File: src/rtl/switch_input_ctrl.sv
// Board switch/button front end: synchronizes switches, debounces buttons and hands a
// latched switch word to the CPU through a valid/read handshake with a sticky overrun flag.
module switch_input_ctrl #(
  parameter int unsigned DEBOUNCE_CYCLES = 16,
  parameter int unsigned SW_W            = 9,
  parameter int unsigned DATA_W          = 16
) (
  input  logic              clk,
  input  logic              rst_n,
  input  logic [SW_W-1:0]   sw,
  input  logic [2:0]        btn,
  input  logic              rd,
  output logic [DATA_W-1:0] data,
  output logic              valid,
  output logic              overrun,
  output logic [2:0]        btn_level
);

  localparam logic [15:0] DebLimit = 16'(DEBOUNCE_CYCLES);

  typedef enum logic {StEmpty, StFull} state_e;

  logic [SW_W-1:0]   sw_meta_q, sw_sync_q;
  logic [2:0]        btn_meta_q, btn_sync_q;
  logic [15:0]       cnt_q [3];
  logic [15:0]       cnt_d [3];
  logic [2:0]        level_q, level_d, level_prev_q;
  logic [2:0]        press;
  state_e            state_q;
  logic [DATA_W-1:0] data_q;
  logic              overrun_q;

  always_ff @(posedge clk or negedge rst_n) begin
    if (!rst_n) begin
      sw_meta_q  <= '0;
      sw_sync_q  <= '0;
      btn_meta_q <= '0;
      btn_sync_q <= '0;
    end else begin
      sw_meta_q  <= sw;
      sw_sync_q  <= sw_meta_q;
      btn_meta_q <= btn;
      btn_sync_q <= btn_meta_q;
    end
  end

  // The DEBOUNCE_CYCLES-th consecutive disagreeing cycle flips the level instead of counting.
  always_comb begin
    for (int i = 0; i < 3; i++) begin
      cnt_d[i]   = '0;
      level_d[i] = level_q[i];
      if (btn_sync_q[i] != level_q[i]) begin
        if (cnt_q[i] == DebLimit - 16'd1) begin
          level_d[i] = ~level_q[i];
        end else begin
          cnt_d[i] = cnt_q[i] + 16'd1;
        end
      end
    end
  end

  always_ff @(posedge clk or negedge rst_n) begin
    if (!rst_n) begin
      for (int i = 0; i < 3; i++) begin
        cnt_q[i] <= '0;
      end
      level_q      <= '0;
      level_prev_q <= '0;
    end else begin
      for (int i = 0; i < 3; i++) begin
        cnt_q[i] <= cnt_d[i];
      end
      level_q      <= level_d;
      level_prev_q <= level_q;
    end
  end

  assign press = level_q & ~level_prev_q;

  always_ff @(posedge clk or negedge rst_n) begin
    if (!rst_n) begin
      state_q   <= StEmpty;
      data_q    <= '0;
      overrun_q <= 1'b0;
    end else begin
      if (press[1]) begin
        overrun_q <= 1'b0;
      end
      unique case (state_q)
        StEmpty: begin
          if (press[0]) begin
            data_q  <= DATA_W'(sw_sync_q);
            state_q <= StFull;
          end
        end
        StFull: begin
          if (press[0]) begin
            data_q <= DATA_W'(sw_sync_q);
            // A same-cycle read consumed the old word, so nothing was lost.
            if (!rd) begin
              overrun_q <= 1'b1;
            end
          end else if (rd) begin
            state_q <= StEmpty;
          end
        end
        default: state_q <= StEmpty;
      endcase
    end
  end

  assign data      = data_q;
  assign valid     = (state_q == StFull);
  assign overrun   = overrun_q;
  assign btn_level = level_q;

endmodule

File: config.mk
export PLATFORM = sky130hd
export DESIGN_NAME = switch_input_ctrl
export DESIGN_NICKNAME = d
export VERILOG_FILES = /design/src/rtl/switch_input_ctrl.sv
export SDC_FILE = /design/constraint.sdc
export NUM_CORES = 1
export LEC_CHECK = 0
export BUFFER_PORTS_ARGS = -buffer_cell sky130_fd_sc_hd__buf_2
export CORE_ASPECT_RATIO = 0.9
export CORE_UTILIZATION = 30
export DETAILED_ROUTE_END_ITERATION = 7
export PLACE_DENSITY = 0.47
export SETUP_SLACK_MARGIN = 0.5
export SYNTH_ARGS = -nofsm -noshare
export SYNTH_HDL_FRONTEND = slang
export SYNTH_SLANG_ARGS = --single-unit
File: constraint.sdc
create_clock -name clk -period 4.55 [get_ports clk]
set_clock_uncertainty 0.15 [all_clocks]
set_input_delay 0.455 -clock clk [delete_from_list [all_inputs] [get_ports clk]]
set_output_delay 0.455 -clock clk [all_outputs]
set_load 0.02 [all_outputs]
==> results.toml, run 1 <==
[routing]
drc = 0
wl_um = 6470
vias = 2344
final_antenna_net_count = 0
first_iter_violations = 81
via_per_inst = 4.45
wl_per_cell_um = 12.3
firstDrtPassIters = 4

[place]
gp_congestion = 0.786
io_buffers = 28
post-place-ws_ns = 2.66
placed_area_um2 = 3880
dp_hpwl_um = 4250

[setup_path]
rr_startpoint = "cnt_q[5]$_DFF_PN0_"
cp_cell_sequence = "nand3_2 -> or3_1 -> or4_1 -> a21oi_1"
r2r_cells = 4
arrival_ns = 1.99
cp.required_ns = 4.66
rrSetupSlack_ns = 2.66
crit_slowest_cell = "dfrtp_1"
r2r-end = "cnt_q[15]$_DFF_PN0_"
endpoint_kind = "register"
critical_path.max_fanout = 6
start_kind = "register"
max_stage_delay_ns = 0.47
crit_type = "reg2reg"

[synth]
syn_inst = 334
synth_seq_area_share = 0.613
synth.distinct_cells = 26
ys_ff_latch = 88
yosysWarnings = 0
avgSynthCellArea_um2 = 10.8
syn-cell-area_um2 = 3590

[cells_and_area]
stdcell_area_um2 = 4220
antennaDiodeCount = 0
regArea_um2 = 2200
fill_cells = 1168
drive_gt1_frac = 0.137
areaGrowthSynthToFinish_pct = 17.4
nets = 384
multiInputGateArea_um2 = 1310

[floorplanning]
initial_core_util = 0.312
ios = 36
design.core.area_um2 = 11500
die_w_um = 117
die_height_um = 106
rows = 37
dieArea_um2 = 12400

[power]
power_frac_clock = 0.487
p_total_w = 0.00168
leakage_nw = 1.86
internal-power_w = 0.00132
cellPowerDensity_nw_per_um2 = 399
p_comb_frac = 0.029
peakVddDrop_v = 0.000225
sequentialPowerShare = 0.483
p_sw_w = 0.000364
swShare = 0.216

[global_routing]
grt_max_degree = 57
grt_pass1_wl_um = 11300
antenna_found_initial = 0
grt_use_total = 0.117
grt_overflow_total = 0
grt_pass1_vias = 2321

[sta]
worstMarginPinSlew_ns = 0.697
drv_slew = 0
max_freq_ghz = 0.529
fin_crit_ns = 1.89
slew_headroom = 0.536
tns_ns = 0
grt_setup_unrepaired = "false"
timing.final.crit_share = 0.415
fin_hold_ws_ns = 0.0186
setup_viol = 0
timing.final.hold_violations = 0
setup_slack_ns = 2.66

[run]
cap_violations = 0

[clock_tree]
numClockSinks = 88
post-cts-setup-buffers = 0
clk_pin_slew_worst_paths_ns = 0.06
clock-root-buffer = "clkbuf_16"
clk_path_buf_depth = 2
worstSkewPairLatency_ns = 0.34
htree_levels = 3
cts_buffers = 9
cts_resized = 0
ctsHoldBuffers = 0
cts_tree = "yes"

[worst_hold_path]
min_path_type = "in2async"

[run_status]
status = "finished clean"
==> synth_stat cells <==
library cell / instances / area, µm²
nand4_2: 1 / 12.5
o21ai_0: 2 / 10.0
conb_1: 1 / 3.75
dfrtp_1: 88 / 2200
and3_1: 6 / 37.5
nor3_1: 15 / 75.1
inv_1: 8 / 30.0
a21oi_1: 2 / 10.0
a31o_2: 1 / 8.76
xor2_1: 8 / 70.1
nor4_1: 17 / 106
nand2_1: 43 / 161
nand4_1: 17 / 106
nand2b_1: 2 / 12.5
ha_1: 3 / 37.5
or3_1: 1 / 6.26
buf_4: 7 / 52.6
nand3_2: 1 / 10.0
clkbuf_1: 7 / 26.3
nor2_1: 50 / 188
mux2_2: 3 / 33.8
o31ai_1: 1 / 7.51
xnor2_1: 35 / 307
nor2b_1: 1 / 6.26
nand3_1: 13 / 65.1
or4_1: 1 / 7.51
==> power groups by stage <==
stage	registers [W]	logic, W	clock network (W)
floorplan	0.000826	0.0000261	0
global placement	0.000827	0.0000514	0
detailed placement	0.000828	0.0000516	0
CTS	0.000813	0.0000518	0.000851
global route	0.000815	0.0000579	0.000876
finish	0.000813	0.0000494	0.000820
==> placed cells by master, fill, tap and decap left out, types with 2 or more instances in the layout <==
master / count
nand2_1: 43
ha_1: 3
nand4_1: 17
xnor2_1: 35
a21oi_1: 2
o21ai_0: 2
buf_4: 2
dfrtp_1: 88
nor4_1: 17
nor3_1: 15
inv_1: 8
inv_6: 2
mux2_2: 3
buf_2: 27
nand3_1: 13
clkbuf_16: 9
nor2_1: 50
nand2b_1: 2
and3_1: 6
xor2_1: 8
bufinv_16: 2
conb_1: 7
==> layer usage <==
metal,vias to the layer above,track usage,wire length (µm)
met5,-,0,0
met4,0,0.0529,111
met3,11,0.0417,300
met2,38,0.179,2940
met1,1118,0.148,3120
li1,1177,-,-
==> flip-flops by register name, summed over array words and instances, names as in the netlist <==
register,flops
overrun,1
level_prev_q,2
data,9
btn_meta_q,3
sw_meta_q,9
sw_sync_q,9
valid,1
cnt_q,48
btn_sync_q,3
btn_level,3
==> worst max-delay path by stage <==
stage | endpoint | slack, ns | cells after the start | start
2_1_floorplan | cnt_q[15]$_DFF_PN0_ | 2.81 | 4 | cnt_q[5]$_DFF_PN0_
3_3_place_gp | cnt_q[15]$_DFF_PN0_ | 2.67 | 4 | cnt_q[5]$_DFF_PN0_
3_5_place_dp | cnt_q[8]$_DFF_PN0_ | 2.66 | 4 | cnt_q[4]$_DFF_PN0_
4_1_cts | cnt_q[8]$_DFF_PN0_ | 2.66 | 4 | cnt_q[4]$_DFF_PN0_
5_1_grt | cnt_q[34]$_DFF_PN0_ | 2.50 | 5 | cnt_q[33]$_DFF_PN0_
6_report | cnt_q[15]$_DFF_PN0_ | 2.66 | 4 | cnt_q[5]$_DFF_PN0_
==> through the flow <==
step / std cells / utilization
floorplan: 340 / -
global placement: 511 / 0.337
detailed placement: 511 / 0.337
CTS: 527 / 0.366
global route: 527 / 0.366
finish: 527 / 0.366
==> critical path: cells and delay by family (launching register included) <==
family,cells,cell delay [ns]
simple gates,3,1.04
flops,1,0.47
compound gates,1,0.16
==> logic make-up after synthesis <==
group | synth area share
adder cells (fa/ha/maj) | 0.0104
other | 0.00104
AND/OR/NAND/NOR | 0.221
flip-flops | 0.613
multiplexers | 0.00940
buffers and inverters | 0.0303
AO/OA/AOI/OAI | 0.0101
XOR/XNOR | 0.105
==> cell type report <==
cell class / instances / area share
well taps: 156 / 0.0463
inverters: 8 / 0.00712
clock buffers: 10 / 0.0566
multi-input cells: 230 / 0.309
flip-flops and latches: 88 / 0.522
clock inverters: 6 / 0.0231
repair buffers: 29 / 0.0356
Note: power is estimated with default switching activity, not from simulation.
==> run 2: changes to the inputs <==
--- a/config.mk
+++ b/config.mk
@@ -5,11 +5,12 @@
 export SDC_FILE = /design/constraint.sdc
 export NUM_CORES = 1
 export LEC_CHECK = 0
+export ABC_AREA = 1
 export BUFFER_PORTS_ARGS = -buffer_cell sky130_fd_sc_hd__buf_2
 export CORE_ASPECT_RATIO = 0.9
 export CORE_UTILIZATION = 30
 export DETAILED_ROUTE_END_ITERATION = 7
-export PLACE_DENSITY = 0.47
+export PLACE_DENSITY = 0.49
 export SETUP_SLACK_MARGIN = 0.5
 export SYNTH_ARGS = -nofsm -noshare
 export SYNTH_HDL_FRONTEND = slang
==> constraint.sdc (replaced) <==
create_clock -name clk -period 1.5 [get_ports clk]
set_clock_uncertainty 0.15 [all_clocks]
set_input_delay 0.15 -clock clk [delete_from_list [all_inputs] [get_ports clk]]
set_output_delay 0.15 -clock clk [all_outputs]
set_load 0.02 [all_outputs]
==> results.toml, run 2 <==
[setup_path]
critical_path.max_fanout = 5
rrSetupSlack_ns = 0.10
start_kind = "register"
r2r-end = "cnt_q[8]$_DFF_PN0_"
crit_family = "flip-flops"
max_stage_delay_ns = 0.44
r2r_cells = 6
critical_path_buf_inv_count = 1
rr_startpoint = "cnt_q[0]$_DFF_PN0_"
crit_slowest_cell = "dfrtp_2"
endpoint_kind = "register"
cp.required_ns = 1.58
crit_type = "reg2reg"
cp_cell_sequence = "ha_4 -> nand3_4 -> inv_2 -> nand2_2 -> xor2_1 -> nor2_1"
arrival_ns = 1.47

[run]
cap_violations = 0

[clock_tree]
clock-root-buffer = "clkbuf_16"
cts_buffers = 9
htree_levels = 3
cts_tree = "yes"
clk_pin_slew_worst_paths_ns = 0.07
clk_path_buf_depth = 2
worstSkewPairLatency_ns = 0.34
numClockSinks = 88

[sta]
fin_hold_ws_ns = 0.117
max_freq_ghz = 0.716
tns_ns = 0
fin_crit_ns = 1.40
setup_viol = 0
timing.final.crit_share = 0.931
drv_slew = 0
timing.final.hold_violations = 0
grt_setup_unrepaired = "true"

[power]
power_frac_clock = 0.452
internal-power_w = 0.00392
peakVddDrop_v = 0.000967
p_total_w = 0.00507
leakage_nw = 2.58
swShare = 0.228
p_comb_frac = 0.059
cellPowerDensity_nw_per_um2 = 858
sequentialPowerShare = 0.489
p_sw_w = 0.00115

[synth]
synth_edf_count = 0
syn_inst = 448
synth_top_area_cell = "dfrtp_1"
syn-cell-area_um2 = 3950
async_reset_ff_frac = 1.00
synthTopCellsByCount = "106 x nand2_1, 98 x nor2_1, 88 x dfrtp_1"
synth_top_area_frac = 0.558
synth.distinct_cells = 24
synth_area_leaders = "dfrtp_1 56%, nand2_1 10%, nor2_1 9.3%"
ys.flop_type = "dfrtp_1"
synth_most_common_cell = "nand2_1"
avgSynthCellArea_um2 = 8.81
yosysWarnings = 0
synth_seq_area_share = 0.558
ys_ff_latch = 88

[floorplanning]
design.core.area_um2 = 12700
ios = 36
rows = 39
die_w_um = 123
die_height_um = 111
initial_core_util = 0.310
dieArea_um2 = 13600

[routing]
drc = 0
via_per_inst = 4.45
vias = 3201
firstDrtPassIters = 4
wl_um = 9060
final_antenna_net_count = 0
wl_per_cell_um = 12.6
first_iter_violations = 122

[cells_and_area]
areaGrowthSynthToFinish_pct = 49.8
layout.cells.non_filler = 720
final_util = 0.464
largest_register_ffs = 48
layout_common_cells = "73 x nand2_1, 71 x dfrtp_1, 62 x nor2_1"
drive_gt1_frac = 0.428
fill_cells = 1174
regMostFlops = "cnt_q"
layout_commonest_cell = "nand2_1"
antennaDiodeCount = 0
nets = 569

[global_routing]
grt_overflow_total = 0
antenna_found_initial = 0
grt_pass1_vias = 3090
grt_use_total = 0.142
grt_pass1_wl_um = 14900
grt_max_degree = 34

[place]
dp.cells = 638
io_buffers = 28
gp_congestion = 0.827
dp_hpwl_um = 5630

[run_status]
status = "finished clean"

[worst_hold_path]
min_path_type = "in2async"
run 2: changes by cell type after synthesis, sizes merged, moves of 9 or more:
cell,delta
nand2,+65
nor2,+55
inv,+36
xnor2,-30
nor4,-17
nor3,-13
o21ai,+9
run 2: area by class of cell:
class / count / area, µm² / area share
inverter: 44 / 185 / 0.0313
tap: 164 / 205 / 0.0347
timing repair buffer: 95 / 858 / 0.145
clock buffer: 11 / 243 / 0.0411
multi-input combinational: 312 / 2130 / 0.360
timing repair inverter: 1 / 6.26 / 0.00106
clock inverter: 5 / 62.6 / 0.0106
sequential: 88 / 2220 / 0.376
run 2: power groups by stage:
stage | Clock [W] | Sequential, W | Combinational (W)
after floorplan | 0 | 0.00252 | 0.000109
after global placement | 0 | 0.00252 | 0.000193
after detailed placement | 0 | 0.00252 | 0.000195
after CTS | 0.00238 | 0.00248 | 0.000272
after global routing | 0.00247 | 0.00249 | 0.000334
final | 0.00229 | 0.00248 | 0.000298
run 2: worst register-to-register path, delay by kind of cell (launching register included):
kind	cells	cell delay [ns]
DFF	1	0.44
and+or+nand+nor	3	0.26
adders and majority gates	1	0.19
xor gates and xnor gates	1	0.18
buffers and inverters	1	0.06
run 2: per-layer routing:
layer,routed length (µm),global-route usage,share of wire,vias to the layer above
met3,331,0.0406,0.037,9
met4,119,0.0528,0.013,0
met5,0,0,0,-
met2,4250,0.212,0.47,53
li1,-,-,-,1605
met1,4350,0.192,0.48,1534
run 2: what timing repair did:
action,4_1_cts,5_1_grt
setup buffers,35,15
endpoints found under the hold margin,102,0
endpoints found under the setup margin,76,141
hold buffers,14,0
gates resized for setup,98,77
cloned,1,1
pin swaps,33,37
run 2: kinds of logic (layout without fill, tap and decap cells):
logic type	count (synthesis)	in the layout	share of synthesized area
xor gates and xnor gates	17	17	0.0377
muxes	9	9	0.0257
AOI/OAI and AO/OA	20	20	0.0279
other	1	7	0.000951
adders and majority gates	3	3	0.00952
and+or+nand+nor	255	256	0.280
buffers and inverters	55	156	0.0603
DFF	88	88	0.558
run 2: how the worst max path moves through the flow:
stage | from | end | slack [ns] | cells after the start
6_report | cnt_q[0]$_DFF_PN0_ | cnt_q[8]$_DFF_PN0_ | 0.10 | 6
5_1_grt | cnt_q[1]$_DFF_PN0_ | cnt_q[8]$_DFF_PN0_ | 0.01 | 6
4_1_cts | cnt_q[32]$_DFF_PN0_ | cnt_q[32]$_DFF_PN0_ | 0.15 | 6
3_5_place_dp | cnt_q[0]$_DFF_PN0_ | cnt_q[0]$_DFF_PN0_ | 0.09 | 6
3_3_place_gp | cnt_q[0]$_DFF_PN0_ | cnt_q[10]$_DFF_PN0_ | 0.12 | 7
2_1_floorplan | btn_level[0]$_DFFE_PN0P_ | data[0]$_DFFE_PN0P_ | 0.21 | 3
run 2: metrics by stage:
step / cell area (µm²) / setup slack, ns
3_5_place_dp: 4460 / 0.0896
6_report: 5910 / 0.103
3_3_place_gp: 4460 / 0.116
5_1_grt: 5910 / 0.0123
4_1_cts: 5510 / 0.150
2_1_floorplan: 4160 / 0.205
